File: src/rtl/nla_coeff_pkg.sv
// Shared constants and state type for the coefficient loader.
// Marker values are IEEE-754 single-precision NaN encodings.
package nla_coeff_pkg;

  localparam logic [31:0] START_MARKER = 32'h7F90_0000;
  localparam logic [31:0] QNAN_SUB     = 32'h7FC0_0000;

  typedef enum logic [1:0] {
    IDLE,
    LOAD,
    MARK,
    DONE
  } ld_state_e;

endpackage

File: src/rtl/coeff_skid_buf.sv
// Two-entry FIFO holding coefficient table returns.
// Flush empties it in one cycle and overrides push/pop.
module coeff_skid_buf #(
  parameter int DW = 32
) (
  input  logic          clk_i,
  input  logic          rstn_i,
  input  logic          push,
  input  logic [DW-1:0] din,
  input  logic          pop,
  input  logic          flush,
  output logic [1:0]    occ,
  output logic [DW-1:0] head
);

  logic [DW-1:0] mem [2];
  logic          wp;
  logic          rp;
  logic [1:0]    cnt;

  assign occ  = cnt;
  assign head = mem[rp];

  always_ff @(posedge clk_i or negedge rstn_i) begin
    if (!rstn_i) begin
      mem[0] <= '0;
      mem[1] <= '0;
      wp     <= 1'b0;
      rp     <= 1'b0;
      cnt    <= 2'd0;
    end else if (flush) begin
      wp  <= 1'b0;
      rp  <= 1'b0;
      cnt <= 2'd0;
    end else begin
      if (push) begin
        mem[wp] <= din;
        wp      <= ~wp;
      end
      if (pop) begin
        rp <= ~rp;
      end
      unique case ({push, pop})
        2'b10:   cnt <= cnt + 2'd1;
        2'b01:   cnt <= cnt - 2'd1;
        default: cnt <= cnt;
      endcase
    end
  end

endmodule

File: src/rtl/coeff_loader.sv
// Coefficient FIFO write-side sequencer: table -> FIFO, then start marker.
// Optional checksum_o port when COEFF_LOADER_CHECKSUM_EN is defined.
module coeff_loader
  import nla_coeff_pkg::*;
#(
  parameter int DATA_WIDTH = 32,
  parameter int FUNC_BITS  = 3,
  parameter int MAX_COEFFS = 16,
  parameter int CIDX_BITS  = $clog2(MAX_COEFFS)
) (
  input  logic                          clk_i,
  input  logic                          rstn_i,
  input  logic                          req_i,
  input  logic [FUNC_BITS-1:0]          func_i,
  input  logic [CIDX_BITS:0]            ncoeff_i,
  input  logic                          abort_i,
  output logic                          busy_o,
  output logic                          done_o,
  output logic                          err_o,
  output logic                          tbl_rd_o,
  output logic [FUNC_BITS+CIDX_BITS-1:0] tbl_addr_o,
  input  logic [DATA_WIDTH-1:0]         tbl_data_i,
  input  logic                          fifo_full_i,
  output logic                          fifo_wr_en_o,
  output logic [DATA_WIDTH-1:0]         fifo_data_o
`ifdef COEFF_LOADER_CHECKSUM_EN
  ,
  output logic [DATA_WIDTH-1:0]         checksum_o
`endif
);

  localparam int CW = CIDX_BITS + 1;
  localparam logic [CW-1:0] MAXN = CW'(MAX_COEFFS);
  localparam logic [DATA_WIDTH-1:0] MRK = DATA_WIDTH'(START_MARKER);
  localparam logic [DATA_WIDTH-1:0] SUB = DATA_WIDTH'(QNAN_SUB);

  ld_state_e             state_q;
  logic [FUNC_BITS-1:0]  func_q;
  logic [CW-1:0]         n_q;
  logic [CW-1:0]         rd_cnt_q;
  logic [CW-1:0]         pop_cnt_q;
  logic                  inflight_q;
  logic [DATA_WIDTH-1:0] data_q;
  logic                  err_q;

  logic                  in_load;
  logic                  in_mark;
  logic [CW-1:0]         n_clamp;
  logic [1:0]            occ;
  logic [DATA_WIDTH-1:0] head;
  logic                  pop;
  logic                  push;
  logic                  flush;
  logic                  collide;
  logic [DATA_WIDTH-1:0] push_data;
  logic [2:0]            outst;

  assign in_load = (state_q == LOAD);
  assign in_mark = (state_q == MARK);
  assign n_clamp = (ncoeff_i > MAXN) ? MAXN : ncoeff_i;

  assign pop   = in_load & (occ != 2'd0)
               & ~fifo_full_i & ~abort_i;
  assign push  = inflight_q & in_load & ~abort_i;
  assign flush = abort_i & (in_load | in_mark);

  assign collide   = push & (tbl_data_i == MRK);
  assign push_data = (tbl_data_i == MRK) ? SUB : tbl_data_i;

  // words buffered plus in flight, net of this cycle's pop
  assign outst = 3'(occ) + 3'(inflight_q) - 3'(pop);

  assign tbl_rd_o = in_load & ~abort_i
                  & (rd_cnt_q < n_q)
                  & (outst < 3'd2);
  assign tbl_addr_o = {func_q, rd_cnt_q[CIDX_BITS-1:0]};

  assign fifo_wr_en_o = pop
                      | (in_mark & ~fifo_full_i & ~abort_i);
  assign fifo_data_o  = (in_load && occ != 2'd0) ? head
                      : in_mark ? MRK
                      : data_q;

  assign busy_o = (state_q != IDLE);
  assign done_o = (state_q == DONE);
  assign err_o  = err_q;

  coeff_skid_buf #(
    .DW(DATA_WIDTH)
  ) u_buf (
    .clk_i  (clk_i),
    .rstn_i (rstn_i),
    .push   (push),
    .din    (push_data),
    .pop    (pop),
    .flush  (flush),
    .occ    (occ),
    .head   (head)
  );

`ifdef COEFF_LOADER_CHECKSUM_EN
  logic [DATA_WIDTH-1:0] cks_q;
  assign checksum_o = cks_q;
`endif

  always_ff @(posedge clk_i or negedge rstn_i) begin
    if (!rstn_i) begin
      state_q    <= IDLE;
      func_q     <= '0;
      n_q        <= '0;
      rd_cnt_q   <= '0;
      pop_cnt_q  <= '0;
      inflight_q <= 1'b0;
      data_q     <= '0;
      err_q      <= 1'b0;
`ifdef COEFF_LOADER_CHECKSUM_EN
      cks_q      <= '0;
`endif
    end else begin
      inflight_q <= tbl_rd_o;
      data_q     <= fifo_data_o;
      if (tbl_rd_o) rd_cnt_q <= rd_cnt_q + 1'b1;
      if (pop) pop_cnt_q <= pop_cnt_q + 1'b1;
      if (collide) err_q <= 1'b1;
`ifdef COEFF_LOADER_CHECKSUM_EN
      if (pop) cks_q <= cks_q ^ head;
`endif
      unique case (state_q)
        IDLE: begin
          if (req_i) begin
            func_q    <= func_i;
            n_q       <= n_clamp;
            rd_cnt_q  <= '0;
            pop_cnt_q <= '0;
            err_q     <= 1'b0;
`ifdef COEFF_LOADER_CHECKSUM_EN
            cks_q     <= '0;
`endif
            state_q   <= (n_clamp == '0) ? MARK : LOAD;
          end
        end
        LOAD: begin
          if (abort_i) begin
            state_q <= IDLE;
          end else if (pop && (pop_cnt_q + 1'b1) == n_q) begin
            state_q <= MARK;
          end
        end
        MARK: begin
          if (abort_i) begin
            state_q <= IDLE;
          end else if (!fifo_full_i) begin
            state_q <= DONE;
          end
        end
        DONE: state_q <= IDLE;
        default: state_q <= IDLE;
      endcase
    end
  end

endmodule

File: config.mk
export PLATFORM = sky130hd
export DESIGN_NAME = coeff_loader
export DESIGN_NICKNAME = d
export VERILOG_FILES = /design/src/rtl/nla_coeff_pkg.sv /design/src/rtl/coeff_skid_buf.sv /design/src/rtl/coeff_loader.sv
export SDC_FILE = /design/constraint.sdc
export NUM_CORES = 1
export LEC_CHECK = 0
export CAP_MARGIN = 15
export CORE_MARGIN = 5
export CORE_UTILIZATION = 35
export DETAILED_ROUTE_END_ITERATION = 10
export DONT_BUFFER_PORTS = 1
export SYNTH_ARGS = -nofsm -noshare
export SYNTH_HDL_FRONTEND = slang
export SYNTH_HIERARCHICAL = 1
export SYNTH_SLANG_ARGS = --single-unit
File: constraint.sdc
create_clock -name clk_i -period 6.5 [get_ports clk_i]
set_input_delay 0.325 -clock clk_i [delete_from_list [all_inputs] [get_ports clk_i]]
set_output_delay 0.325 -clock clk_i [all_outputs]
set_load 0.05 [all_outputs]
==> flow_summary_export.csv <==
group,metric,value,unit
outcome,status,"finished, final reports clean",
synthesis,synth_xor_area_share,2.08,%
synthesis,yosys_warnings,6,
worst_setup_path,worstPathArrival,3.59,ns
floorplanning,die_area,19500,µm²
clock_tree,cts_max_level,4,
routing,drtIter0Drc,171,
final_layout,n_antenna_cell,0,
clock_tree,cts_setup_buffers,0,
global_routing,antenna_found_initial,0,
synthesis,synth_nets,582,
worst_setup_path,start_kind,"flop",
final_layout,fill_cells,1543,
min_path,holdCritPathClass,"primary input to flop",
timing,rsz0062_at_grt,"no",
clock_tree,clk_pin_slew,0.06,ns
clock_tree,cts.sinks,122,
timing,setup_viol,0,
worst_setup_path,reg2reg_slack,3.05,ns
routing,ant_nets,0,
timing,fin_hold_ws,0.0371,ns
final_layout,area_growth,13.9,%
final_layout,num-nets-final,557,
routing,drtPass1Iterations,4,
routing,wl,13.1,mm
floorplanning,rows,47,
timing,tightest_slew,1.19,ns
placement,pre_cts_ws,3.02,ns
synthesis,synthAdderAreaFrac,2.68,%
clock_tree,clk_path_buf_depth,2,
final_layout,final_core_util,40.6,%
final_layout,fin_cells,733,
flow_run,drv_cap,0,
timing,hold_viol,0,
routing,wl_per_cell,17.9,µm
synthesis,synth_edf_count,0,
timing,fin_crit_sh,60.2,%
placement,numPortBuffers,0,
global_routing,grt_pass1_wl,21.6,mm
timing,finalWorstSetupSlack,2.59,ns
pwr,irDropWorstVdd,0.000287,V
placement,place_hpwl,8.50,mm
placement,gp_congestion,0.815,
worst_setup_path,worstSetupPathType,"flop to output port",
global_routing,grt_pass1_vias,4026,
worst_setup_path,endpoint_kind,"output port",
worst_setup_path,rr_startpoint,"state_q[1]",
timing,slew_headroom,20.8,%
synthesis,ys_seq_area_share,51.9,%
global_routing,grt_max_degree,123,
clock_tree,clk_latency,0.41,ns
worst_setup_path,crit_slowest_cell,"fa_1",
synthesis,synthSimpleGateAreaFrac,15.5,%
clock_tree,cts_tree,"yes",
routing,viasPerCell,4.94,
synthesis,synthDistinctLibCells,42,
floorplanning,core_region_area,16500,µm²
synthesis,synth_compound_area_share,3.06,%
worst_setup_path,timing.critical_path.mode_cell,"nand2_1",
worst_setup_path,worstRegToRegCells,13,
clock_tree,cts_buffers,17,
worst_setup_path,r2r_end,"rd_cnt_q[0]",
pwr,p_leak,3.14,nW
clock_tree,clock-root-buffer,"clkbuf_16",
timing,totalNegativeSetupSlack,0,ns
global_routing,grt_usage,14.0,%
floorplanning,die_h,140,µm
worst_setup_path,crit_chain,"inv_1 > ha_1 > or3b_1 > or2_2 > nor2_1 > a21o_1 > nand2_1 > fa_1 > and4b_1 > nand2_1 > a31oi_1 > buf_4",
worst_setup_path,crit_fanout,6,
floorplanning,die_w,140,µm
timing,skew,0.00903,ns
floorplanning,ios,89,
timing,clock.fmax,256,MHz
timing,slew_violations,0,
global_routing,grt_overflow_total,0,
pwr,power.density,565,nW/µm²
synthesis,syn_inst,525,
synthesis,synthesis.area,5890,µm²
routing,vias,3621,
worst_setup_path,cp_slowest_stage_delay,0.48,ns
worst_setup_path,critical_path.endpoint,"tbl_rd_o",
worst_setup_path,cp.required,6.17,ns
synthesis,synth_ff_type,"dfrtp_1",
floorplanning,initial_core_util,35.6,%
synthesis,synth_top_family_by_area,"multiplexers",
synthesis,avgSynthCellArea,11.2,µm²
synthesis,synth_mux_area_share,19.6,%
placement,dp_cells,694,
final_layout,drive_above_1_share,26.9,%
synthesis,synth-async-reset-ratio,100,%
synthesis,yosys_register_bits,122,
timing,fin_crit,3.91,ns
worst_setup_path,crit_path_start,"state_q[1]",
routing,drc_errors,0,
## through the flow
step	power, mW	instance area, µm²
finish	3.79	6700
global route	4.02	6700
CTS	3.83	6680
detailed placement	2.74	5950
global placement	2.69	5950
floorplan	2.51	5890
## critical path: cells and delay by family (launching register included)
kind,cells,cell delay (ns)
flops,1,0.41
compound gates,2,0.28
simple gates,6,1.37
fa+ha+maj,2,0.75
buf+inv,2,0.37
## cell type report
| cell class | instances | area, µm² | share of cell area [%] |
|---|---|---|---|
| Clock inverter | 14 | 220 | 3.29 |
| Sequential cell | 122 | 3050 | 45.5 |
| Multi-Input combinational cell | 336 | 2540 | 37.9 |
| Clock buffer | 18 | 439 | 6.55 |
| Tap cell | 220 | 275 | 4.11 |
| Timing Repair Buffer | 13 | 139 | 2.07 |
| Inverter | 10 | 37.5 | 0.560 |
## placed cells by master (no fill, tap or decap), types with 2 or more instances in the layout
master         netlist  layout
inv_1               10      10
ha_1                11      11
and3_1               2       2
mux2_2              91      91
o21ai_0              9       8
nor3_1               2       2
mux2_1               6       6
clkbuf_16            0      17
a21oi_1             11      11
nor4b_1              2       2
nor2_1              33      33
or2_2                2       2
clkinvlp_4           0       4
buf_4                8       6
a21o_1               3       3
nand2b_1             6       6
clkinv_4             0       3
xor2_1               4       4
a31oi_1              4       4
xnor2_1             10      10
nand2_1             71      71
mux2i_1              6       6
bufinv_16            0       5
o2111ai_1            2       2
dlygate4sd3_1        0       4
nor4_1               6       6
nor2b_1              3       2
nand4_1              2       2
dfrtp_1            122     122
nand3b_1            29      29
nor3b_1              2       2
and2_1               3       3
nand3_1              5       5
## registers in the layout, indices dropped and copies added (netlist names), 2 cells and up
signal,flops
u_buf/mem,64
data_q,32
n_q,5
pop_cnt_q,5
rd_cnt_q,5
func_q,3
state_q,2
u_buf/occ,2
## synthesized netlist by cell type (6+ instances only)
cell type | number | area (µm²)
dfrtp_1 | 122 | 3050
xnor2_1 | 10 | 87.6
clkbuf_1 | 43 | 161
nand2_1 | 71 | 267
mux2_1 | 6 | 67.6
nor2_1 | 33 | 124
o21ai_0 | 9 | 45.0
a21oi_1 | 11 | 55.1
nor4_1 | 6 | 37.5
inv_1 | 10 | 37.5
ha_1 | 11 | 138
nand2b_1 | 6 | 37.5
buf_4 | 8 | 60.1
nand3b_1 | 29 | 218
mux2i_1 | 6 | 60.1
mux2_2 | 91 | 1020
## power breakdown
part	switching, mW	leakage (nW)	total (mW)	internal (mW)
registers	0.208	1.60	1.28	1.07
clock network	0.351	0.309	1.04	0.692
logic	1.02	1.23	1.47	0.448
## cells by family after synthesis
kind of cell,Yosys count
buffers and inverters,67
AOI/OAI and AO/OA,31
adders and majority gates,12
DFF,122
xor gates and xnor gates,14
muxes,103
and+or+nand+nor,176
## metal layers
layer  part of all wire, %  vias to the layer above  global-route usage, %
li1                      -                     1717                      -
met5                     0                        -                      0
met1                    42                     1804                   16.5
met3                   9.5                       10                   7.38
met4                  0.83                        0                   3.88
met2                    47                       90                   22.5
## what timing repair did
action	in CTS	in global routing
resized for setup	0	0
hold buffers	5	0
setup endpoints to repair	0	0
hold endpoints to repair	125	0
## worst min path at each step
| stage | from | endpoint | slack, ns | cells past startpoint |
|---|---|---|---|---|
| after floorplan | rstn_i | data_q[0] | 0.03 | 0 |
| after global placement | rstn_i | data_q[12] | 0.03 | 0 |
| after detailed placement | rstn_i | data_q[12] | 0.03 | 0 |
| after CTS | ncoeff_i[4] | n_q[4] | 0.02 | 2 |
| after global routing | tbl_data_i[11] | u_buf/mem[43] | 0.03 | 1 |
| final | ncoeff_i[4] | n_q[4] | 0.04 | 2 |
Power figures use the tool's default switching activity.
